[config.mk]
export PLATFORM = sky130hd
export DESIGN_NAME = ntt_len_switch_ctrl_flat
export DESIGN_NICKNAME = d
export VERILOG_FILES = /design/src/rtl/ntt_len_switch_ctrl_if.sv /design/src/rtl/ntt_len_switch_ctrl.sv /design/src/flat_wrapper.sv
export SDC_FILE = /design/constraint.sdc
export NUM_CORES = 1
export LEC_CHECK = 0
export ABC_CLOCK_PERIOD_IN_PS = 2000
export CORE_ASPECT_RATIO = 1.75
export CORE_MARGIN = 2
export CORE_UTILIZATION = 65
export CTS_BUF_LIST = sky130_fd_sc_hd__clkbuf_8
export DETAILED_ROUTE_END_ITERATION = 10
export DONT_BUFFER_PORTS = 1
export PLACE_DENSITY_LB_ADDON = 0.08
export SYNTH_ARGS = -nofsm -noshare
export SYNTH_HDL_FRONTEND = slang
export SYNTH_SLANG_ARGS = --single-unit
[constraint.sdc]
create_clock -name clk -period 2 [get_ports clk]
set_input_delay 0.5 -clock clk [delete_from_list [all_inputs] [get_ports clk]]
set_output_delay 0.5 -clock clk [all_outputs]
set_load 0.01 [all_outputs]
[src/rtl/ntt_len_switch_ctrl_if.sv]
// Bundle of the length-change handshake and pipeline occupancy signals seen by
// the NTT length-switch controller. The controller takes the slave modport.
interface ntt_len_switch_ctrl_if #(
  parameter int unsigned MAX_LEN      = 1024,
  parameter int unsigned MAX_INFLIGHT = 8
);
  localparam int unsigned STAGES = $clog2(MAX_LEN);
  localparam int unsigned LEN_W  = $clog2(MAX_LEN) + 1;
  localparam int unsigned CNT_W  = $clog2(MAX_INFLIGHT + 1);

  logic               cfg_req_valid;
  logic [LEN_W-1:0]   cfg_req_len;
  logic               cfg_req_ready;
  logic               cfg_done;
  logic               cfg_err;
  logic [LEN_W-1:0]   active_length;
  logic [STAGES-1:0]  stage_bypass;
  logic               in_fifo_empty;
  logic               entry_empty;
  logic               in_rd_finish;
  logic               out_rd_finish;
  logic               ROB_empty_NTT;
  logic [CNT_W-1:0]   inflight;
  logic               underflow_err;

  modport slave (
    input  cfg_req_valid, cfg_req_len, in_fifo_empty, in_rd_finish, out_rd_finish,
           ROB_empty_NTT,
    output cfg_req_ready, cfg_done, cfg_err, active_length, stage_bypass, entry_empty,
           inflight, underflow_err
  );

  modport master (
    output cfg_req_valid, cfg_req_len, in_fifo_empty, in_rd_finish, out_rd_finish,
           ROB_empty_NTT,
    input  cfg_req_ready, cfg_done, cfg_err, active_length, stage_bypass, entry_empty,
           inflight, underflow_err
  );
endinterface

[src/rtl/ntt_len_switch_ctrl.sv]
// NTT length-switch controller: owns the active length and the per-stage bypass
// mask, counts polynomials in flight, and only applies a new length once the
// pipeline and ROB have fully drained.
module ntt_len_switch_ctrl #(
  parameter int unsigned MAX_LEN      = 1024,
  parameter int unsigned MIN_LEN      = 256,
  parameter int unsigned STAGES       = $clog2(MAX_LEN),
  parameter int unsigned LEN_W        = $clog2(MAX_LEN) + 1,
  parameter int unsigned MAX_INFLIGHT = 8,
  parameter int unsigned SETTLE_CYC   = 2
) (
  input logic                   clk,
  input logic                   rstn,
  ntt_len_switch_ctrl_if.slave  bus
);

  localparam int unsigned CNT_W = $clog2(MAX_INFLIGHT + 1);
  localparam int unsigned SET_W = (SETTLE_CYC > 1) ? $clog2(SETTLE_CYC) : 1;

  typedef enum logic [1:0] {StRun, StDrain, StSwitch} state_e;

  state_e             state_q, state_d;
  logic [LEN_W-1:0]   active_len_q;
  logic [LEN_W-1:0]   pend_len_q, pend_len_d;
  logic [STAGES-1:0]  bypass_q, new_bypass;
  logic [SET_W-1:0]   settle_q, settle_d;
  logic [CNT_W-1:0]   inflight_q, inflight_d;
  logic               underflow_q, underflow_d;
  logic               done_q, done_d;
  logic               err_q, err_d;
  logic               ready, hold_fsm, load_len;
  logic               len_pow2, len_in_range, pipe_drained, pipe_full;

  // Request legality: power of two within [MIN_LEN, MAX_LEN].
  always_comb begin
    len_pow2     = (bus.cfg_req_len != '0) &&
                   ((bus.cfg_req_len & (bus.cfg_req_len - LEN_W'(1))) == '0);
    len_in_range = (bus.cfg_req_len >= LEN_W'(MIN_LEN)) &&
                   (bus.cfg_req_len <= LEN_W'(MAX_LEN));
  end

  // Bypass mask for the pending length: stage s is skipped when the length is
  // no larger than MAX_LEN >> (STAGES - s), which sets the top k bits.
  always_comb begin
    new_bypass = '0;
    for (int unsigned s = 0; s < STAGES; s++) begin
      if ((MAX_LEN >> (STAGES - s)) >= 32'(pend_len_q)) begin
        new_bypass[s] = 1'b1;
      end
    end
  end

  assign pipe_full    = (inflight_q == CNT_W'(MAX_INFLIGHT));
  assign pipe_drained = (inflight_q == '0) && bus.ROB_empty_NTT &&
                        !bus.in_rd_finish && !bus.out_rd_finish;

  // Next-state, handshake and pulse decode.
  always_comb begin
    state_d    = state_q;
    pend_len_d = pend_len_q;
    settle_d   = settle_q;
    done_d     = 1'b0;
    err_d      = 1'b0;
    ready      = 1'b0;
    hold_fsm   = 1'b0;
    load_len   = 1'b0;
    unique case (state_q)
      StRun: begin
        ready = 1'b1;
        if (bus.cfg_req_valid) begin
          if (!(len_pow2 && len_in_range)) begin
            err_d = 1'b1;
          end else if (bus.cfg_req_len == active_len_q) begin
            done_d = 1'b1;
          end else begin
            pend_len_d = bus.cfg_req_len;
            state_d    = StDrain;
          end
        end
      end
      StDrain: begin
        hold_fsm = 1'b1;
        if (pipe_drained) begin
          state_d  = StSwitch;
          load_len = 1'b1;
          settle_d = '0;
        end
      end
      StSwitch: begin
        hold_fsm = 1'b1;
        if (settle_q == SET_W'(SETTLE_CYC - 1)) begin
          state_d = StRun;
          done_d  = 1'b1;
        end else begin
          settle_d = settle_q + SET_W'(1);
        end
      end
      default: state_d = StRun;
    endcase
  end

  // Inflight count; saturates at MAX_INFLIGHT and flags a decrement at zero.
  always_comb begin
    inflight_d  = inflight_q;
    underflow_d = underflow_q;
    if (bus.in_rd_finish && !bus.out_rd_finish) begin
      if (!pipe_full) inflight_d = inflight_q + CNT_W'(1);
    end else if (bus.out_rd_finish && !bus.in_rd_finish) begin
      if (inflight_q == '0) underflow_d = 1'b1;
      else                  inflight_d  = inflight_q - CNT_W'(1);
    end
  end

  // State and datapath registers.
  always_ff @(posedge clk or negedge rstn) begin
    if (!rstn) begin
      state_q      <= StRun;
      active_len_q <= LEN_W'(MAX_LEN);
      pend_len_q   <= LEN_W'(MAX_LEN);
      bypass_q     <= '0;
      settle_q     <= '0;
      inflight_q   <= '0;
      underflow_q  <= 1'b0;
      done_q       <= 1'b0;
      err_q        <= 1'b0;
    end else begin
      state_q     <= state_d;
      pend_len_q  <= pend_len_d;
      settle_q    <= settle_d;
      inflight_q  <= inflight_d;
      underflow_q <= underflow_d;
      done_q      <= done_d;
      err_q       <= err_d;
      if (load_len) begin
        active_len_q <= pend_len_q;
        bypass_q     <= new_bypass;
      end
    end
  end

  // Outputs; the entry stage is starved while switching or when the pipe is full.
  always_comb begin
    bus.cfg_req_ready = ready;
    bus.cfg_done      = done_q;
    bus.cfg_err       = err_q;
    bus.active_length = active_len_q;
    bus.stage_bypass  = bypass_q;
    bus.entry_empty   = bus.in_fifo_empty | hold_fsm | pipe_full;
    bus.inflight      = inflight_q;
    bus.underflow_err = underflow_q;
  end

endmodule

[src/flat_wrapper.sv]
// flat-port wrapper written by rule: the top's interface ports become plain ports
module ntt_len_switch_ctrl_flat 
#(
  parameter int unsigned MAX_LEN      = 1024,
  parameter int unsigned MIN_LEN      = 256,
  parameter int unsigned STAGES       = $clog2(MAX_LEN),
  parameter int unsigned LEN_W        = $clog2(MAX_LEN) + 1,
  parameter int unsigned MAX_INFLIGHT = 8,
  parameter int unsigned SETTLE_CYC   = 2
)
  (clk, rstn, bus_cfg_req_valid, bus_cfg_req_len, bus_in_fifo_empty, bus_in_rd_finish, bus_out_rd_finish, bus_ROB_empty_NTT, bus_cfg_req_ready, bus_cfg_done, bus_cfg_err, bus_active_length, bus_stage_bypass, bus_entry_empty, bus_inflight, bus_underflow_err);
  ntt_len_switch_ctrl_if #(.MAX_LEN(MAX_LEN), .MAX_INFLIGHT(MAX_INFLIGHT)) bus_i ();
  input logic clk;
  input logic rstn;
  input wire logic [$bits(bus_i.cfg_req_valid)-1:0] bus_cfg_req_valid;
  input wire logic [$bits(bus_i.cfg_req_len)-1:0] bus_cfg_req_len;
  input wire logic [$bits(bus_i.in_fifo_empty)-1:0] bus_in_fifo_empty;
  input wire logic [$bits(bus_i.in_rd_finish)-1:0] bus_in_rd_finish;
  input wire logic [$bits(bus_i.out_rd_finish)-1:0] bus_out_rd_finish;
  input wire logic [$bits(bus_i.ROB_empty_NTT)-1:0] bus_ROB_empty_NTT;
  output wire logic [$bits(bus_i.cfg_req_ready)-1:0] bus_cfg_req_ready;
  output wire logic [$bits(bus_i.cfg_done)-1:0] bus_cfg_done;
  output wire logic [$bits(bus_i.cfg_err)-1:0] bus_cfg_err;
  output wire logic [$bits(bus_i.active_length)-1:0] bus_active_length;
  output wire logic [$bits(bus_i.stage_bypass)-1:0] bus_stage_bypass;
  output wire logic [$bits(bus_i.entry_empty)-1:0] bus_entry_empty;
  output wire logic [$bits(bus_i.inflight)-1:0] bus_inflight;
  output wire logic [$bits(bus_i.underflow_err)-1:0] bus_underflow_err;
  assign bus_i.cfg_req_valid = bus_cfg_req_valid;
  assign bus_i.cfg_req_len = bus_cfg_req_len;
  assign bus_i.in_fifo_empty = bus_in_fifo_empty;
  assign bus_i.in_rd_finish = bus_in_rd_finish;
  assign bus_i.out_rd_finish = bus_out_rd_finish;
  assign bus_i.ROB_empty_NTT = bus_ROB_empty_NTT;
  assign bus_cfg_req_ready = bus_i.cfg_req_ready;
  assign bus_cfg_done = bus_i.cfg_done;
  assign bus_cfg_err = bus_i.cfg_err;
  assign bus_active_length = bus_i.active_length;
  assign bus_stage_bypass = bus_i.stage_bypass;
  assign bus_entry_empty = bus_i.entry_empty;
  assign bus_inflight = bus_i.inflight;
  assign bus_underflow_err = bus_i.underflow_err;
  ntt_len_switch_ctrl #(.MAX_LEN(MAX_LEN), .MIN_LEN(MIN_LEN), .STAGES(STAGES), .LEN_W(LEN_W), .MAX_INFLIGHT(MAX_INFLIGHT), .SETTLE_CYC(SETTLE_CYC)) u_core (.clk(clk), .rstn(rstn), .bus(bus_i));
endmodule
==> results.toml <==
[timing]
maxSlewViolCount = 0
fmax_mhz = 520
max-slew-margin-rel = 0.694
rsz0062_at_grt = "false"
fin_skew_ns = 0.00596
worst_pin_slew_ns = 0.447
min_period_ns = 1.92
setup_violations = 0
period_share = 0.961
final_hold_viol_count = 0
setup_tns_ns = 0

[finish]
final_cell_area_mm2 = 0.00237
fill_cells = 227
finalNonFillerCells = 249
syn_to_final_growth_pct = 11.1
fin_nets = 232
mostFrequentLayoutCells = "dfrtp_1 (40), nand2_1 (19), xor2_1 (13)"
final_common_cell = "dfrtp_1"
num_antenna_cells = 0
drive_above_1_share = 0.228

[setup_path]
slowest_stage = "o41ai_1"
cp_max_fo = 4
slowest_delay_ns = 0.48
worst_ep_required_time_ns = 2.14
path_class = "reg2reg"
path_depth = 5
worst_setup_path_start_kind = "flop"
critPathCaptureType = "flop"
crit_chain = "xor2_1, nor4_1, nand3_1, buf_4, o41ai_1"
worstPathArrival_ns = 2.07
cp_num_buf_inv = 1
reg2reg_depth = 5
cp_top_family = "simple AND/OR/NAND/NOR gates"

[floorplan]
io-pin-count = 48
rows = 27
initial_core_util = 0.680
die_width_um = 47.3
die-area_mm2 = 0.00378
die_h_um = 79.9
core_region_area_mm2 = 0.00314

[power_and_ir_drop]
switching_share = 0.297
p_seq_frac = 0.503
combinationalPowerShare = 0.215
p_switching_w = 0.000589
p_clk_frac = 0.282
cellPowerDensity_mw_per_mm2 = 836
internal-power_w = 0.00139
p_leak_nw = 1.17
peakVddDrop_uv = 1050
finalPower_w = 0.00198

[synth]
ys_warn_count = 0
netlist_instances = 189
ys.flop_type = "dfrtp_1"
synth.net_count = 216
synth_area_per_cell_um2 = 11.3
ys_ff_latch = 42
synthArstFlopShare = 1.00
synth_cell_types = 45
netlist_area_mm2 = 0.00214
yosysSeqAreaShare = 0.493
synth_edf_count = 0

[clock_tree]
post-cts-setup-buffer-count = 0
clock_latency_ns = 0.29
cts_buffers = 5
cts.sinks = 42
clk_path_buf_depth = 2
cts_tree = "built"
ctsRootBufferMaster = "clkbuf_8"
htreeDepth = 2
clk_pin_slew_ns = 0.08

[place]
hpwl_um = 3440
routabilityCongestion = 0.821
dp.cells = 240
portBuffers = 0
dpl-instance-area_mm2 = 0.00225

[drt]
ant_nets = 0
routed_wirelength_um = 4460
avgViaCountPerCell = 6.23
first_pass_iters = 4
first_iter_violations = 35
num_vias = 1551
drc = 0
wl_per_cell_um = 17.9

[worst_hold_path]
hp-class = "in2async"

[flow_run]
timing.max_cap.violations = 0

[global_route]
antenna_found_initial = 0
grt_usage = 0.272
grt-ovfl-total = 0
grt_pass1_wl_um = 7230
grt_max_degree = 41
grt_pass1_vias = 1620

[outcome]
status = "complete, no violations"
## Yosys cell counts (2+ instances only)
library cell | n | area [um2]
nand2_1 | 19 | 71.3
a31oi_1 | 2 | 12.5
mux2_4 | 2 | 30.0
a22o_1 | 2 | 17.5
o41ai_1 | 3 | 26.3
nand2b_1 | 3 | 18.8
a211oi_1 | 3 | 22.5
mux2_2 | 12 | 135
dfrtp_1 | 40 | 1000
nor3_1 | 2 | 10.0
o21ai_0 | 5 | 25.0
and2_1 | 7 | 43.8
nand3_1 | 4 | 20.0
a21oi_1 | 4 | 20.0
xor2_1 | 13 | 114
a211o_1 | 2 | 17.5
inv_1 | 7 | 26.3
xnor2_1 | 3 | 26.3
dfstp_2 | 2 | 52.6
nor4_1 | 6 | 37.5
a21o_1 | 5 | 37.5
buf_2 | 2 | 10.0
ha_1 | 8 | 100
nor2_1 | 12 | 45.0
## per-stage QoR
stage	utilization	worst slack, ns	hold slack, ns
6_report	0.755	0.0783	0.0390
5_1_grt	0.755	0.0212	0.0286
3_3_place_gp	0.717	0.0862	0.205
3_5_place_dp	0.717	0.0551	0.205
4_1_cts	0.753	0.0852	0.0319
2_1_floorplan	-	0.128	0.204
## power groups by stage
stage | logic, W | registers [W] | clock network, W
2_1_floorplan | 0.000243 | 0.00105 | 0
4_1_cts | 0.000430 | 0.000999 | 0.000572
5_1_grt | 0.000488 | 0.00101 | 0.000611
6_report | 0.000426 | 0.000999 | 0.000559
3_3_place_gp | 0.000386 | 0.00101 | 0
3_5_place_dp | 0.000409 | 0.00101 | 0
## logic make-up (layout without fill, tap and decap cells)
family | count (synthesis) | count (layout) | synth area share
XOR/XNOR | 16 | 16 | 0.0656
AND/OR/NAND/NOR | 62 | 62 | 0.160
adder cells (fa/ha/maj) | 9 | 9 | 0.0562
multiplexers | 14 | 14 | 0.0773
buffers and inverters | 11 | 28 | 0.0258
AO/OA/AOI/OAI | 35 | 35 | 0.122
flip-flops | 42 | 42 | 0.493
## path summary, 6_finish.rpt
| path | start | end | slack [ns] |
|---|---|---|---|
| min in group clk | bus_cfg_req_len[10] | u_core.pend_len_q[10] | 0.35 |
| setup reg to reg | u_core.bus.active_length[3] | u_core.bus.cfg_done | 0.08 |
| setup / recovery | u_core.bus.active_length[3] | u_core.bus.cfg_done | 0.08 |
| hold reg to reg | u_core.bus.stage_bypass[7] | u_core.bus.stage_bypass[7] | 0.55 |
| hold / removal | rstn | u_core.bus.active_length[10] | 0.04 |
| max in group asynchronous | rstn | u_core.pend_len_q[8] | 1.77 |
## worst register-to-register path, stage by stage, from the launching register on
cell	delay (ns)
dfrtp_1	0.46
xor2_1	0.17
nor4_1	0.35
nand3_1	0.15
buf_4	0.17
o41ai_1	0.48
## layer usage
layer  part of all wire  GRT usage
met2               0.54      0.454
met5                  0          0
met3              0.078     0.0611
met4              0.036      0.139
met1               0.35      0.303
## layout make-up
type	count	area, um2	area share
flip-flops and latches	42	1050	0.444
multi-input cells	136	1030	0.436
repair buffers	13	110	0.0464
clock buffers	6	82.6	0.0348
well taps	43	53.8	0.0227
inverters	7	26.3	0.0111
clock inverters	2	12.5	0.00527
## state kept, by name (all words and copies together), names as in the netlist
register and count:
u_core.bus.active_length 11, u_core.bus.cfg_done 1, u_core.bus.cfg_err 1, u_core.bus.inflight 4, u_core.bus.stage_bypass 10, u_core.bus.underflow_err 1
u_core.pend_len_q 11, u_core.settle_q 1, u_core.state_q 2
## timing repair
item,4_1_cts,5_1_grt
hold buffers,1,0
gates resized for setup,0,1
endpoints found under the setup margin,0,1
endpoints found under the hold margin,40,0
No activity file was read; power rests on OpenSTA's default activity.
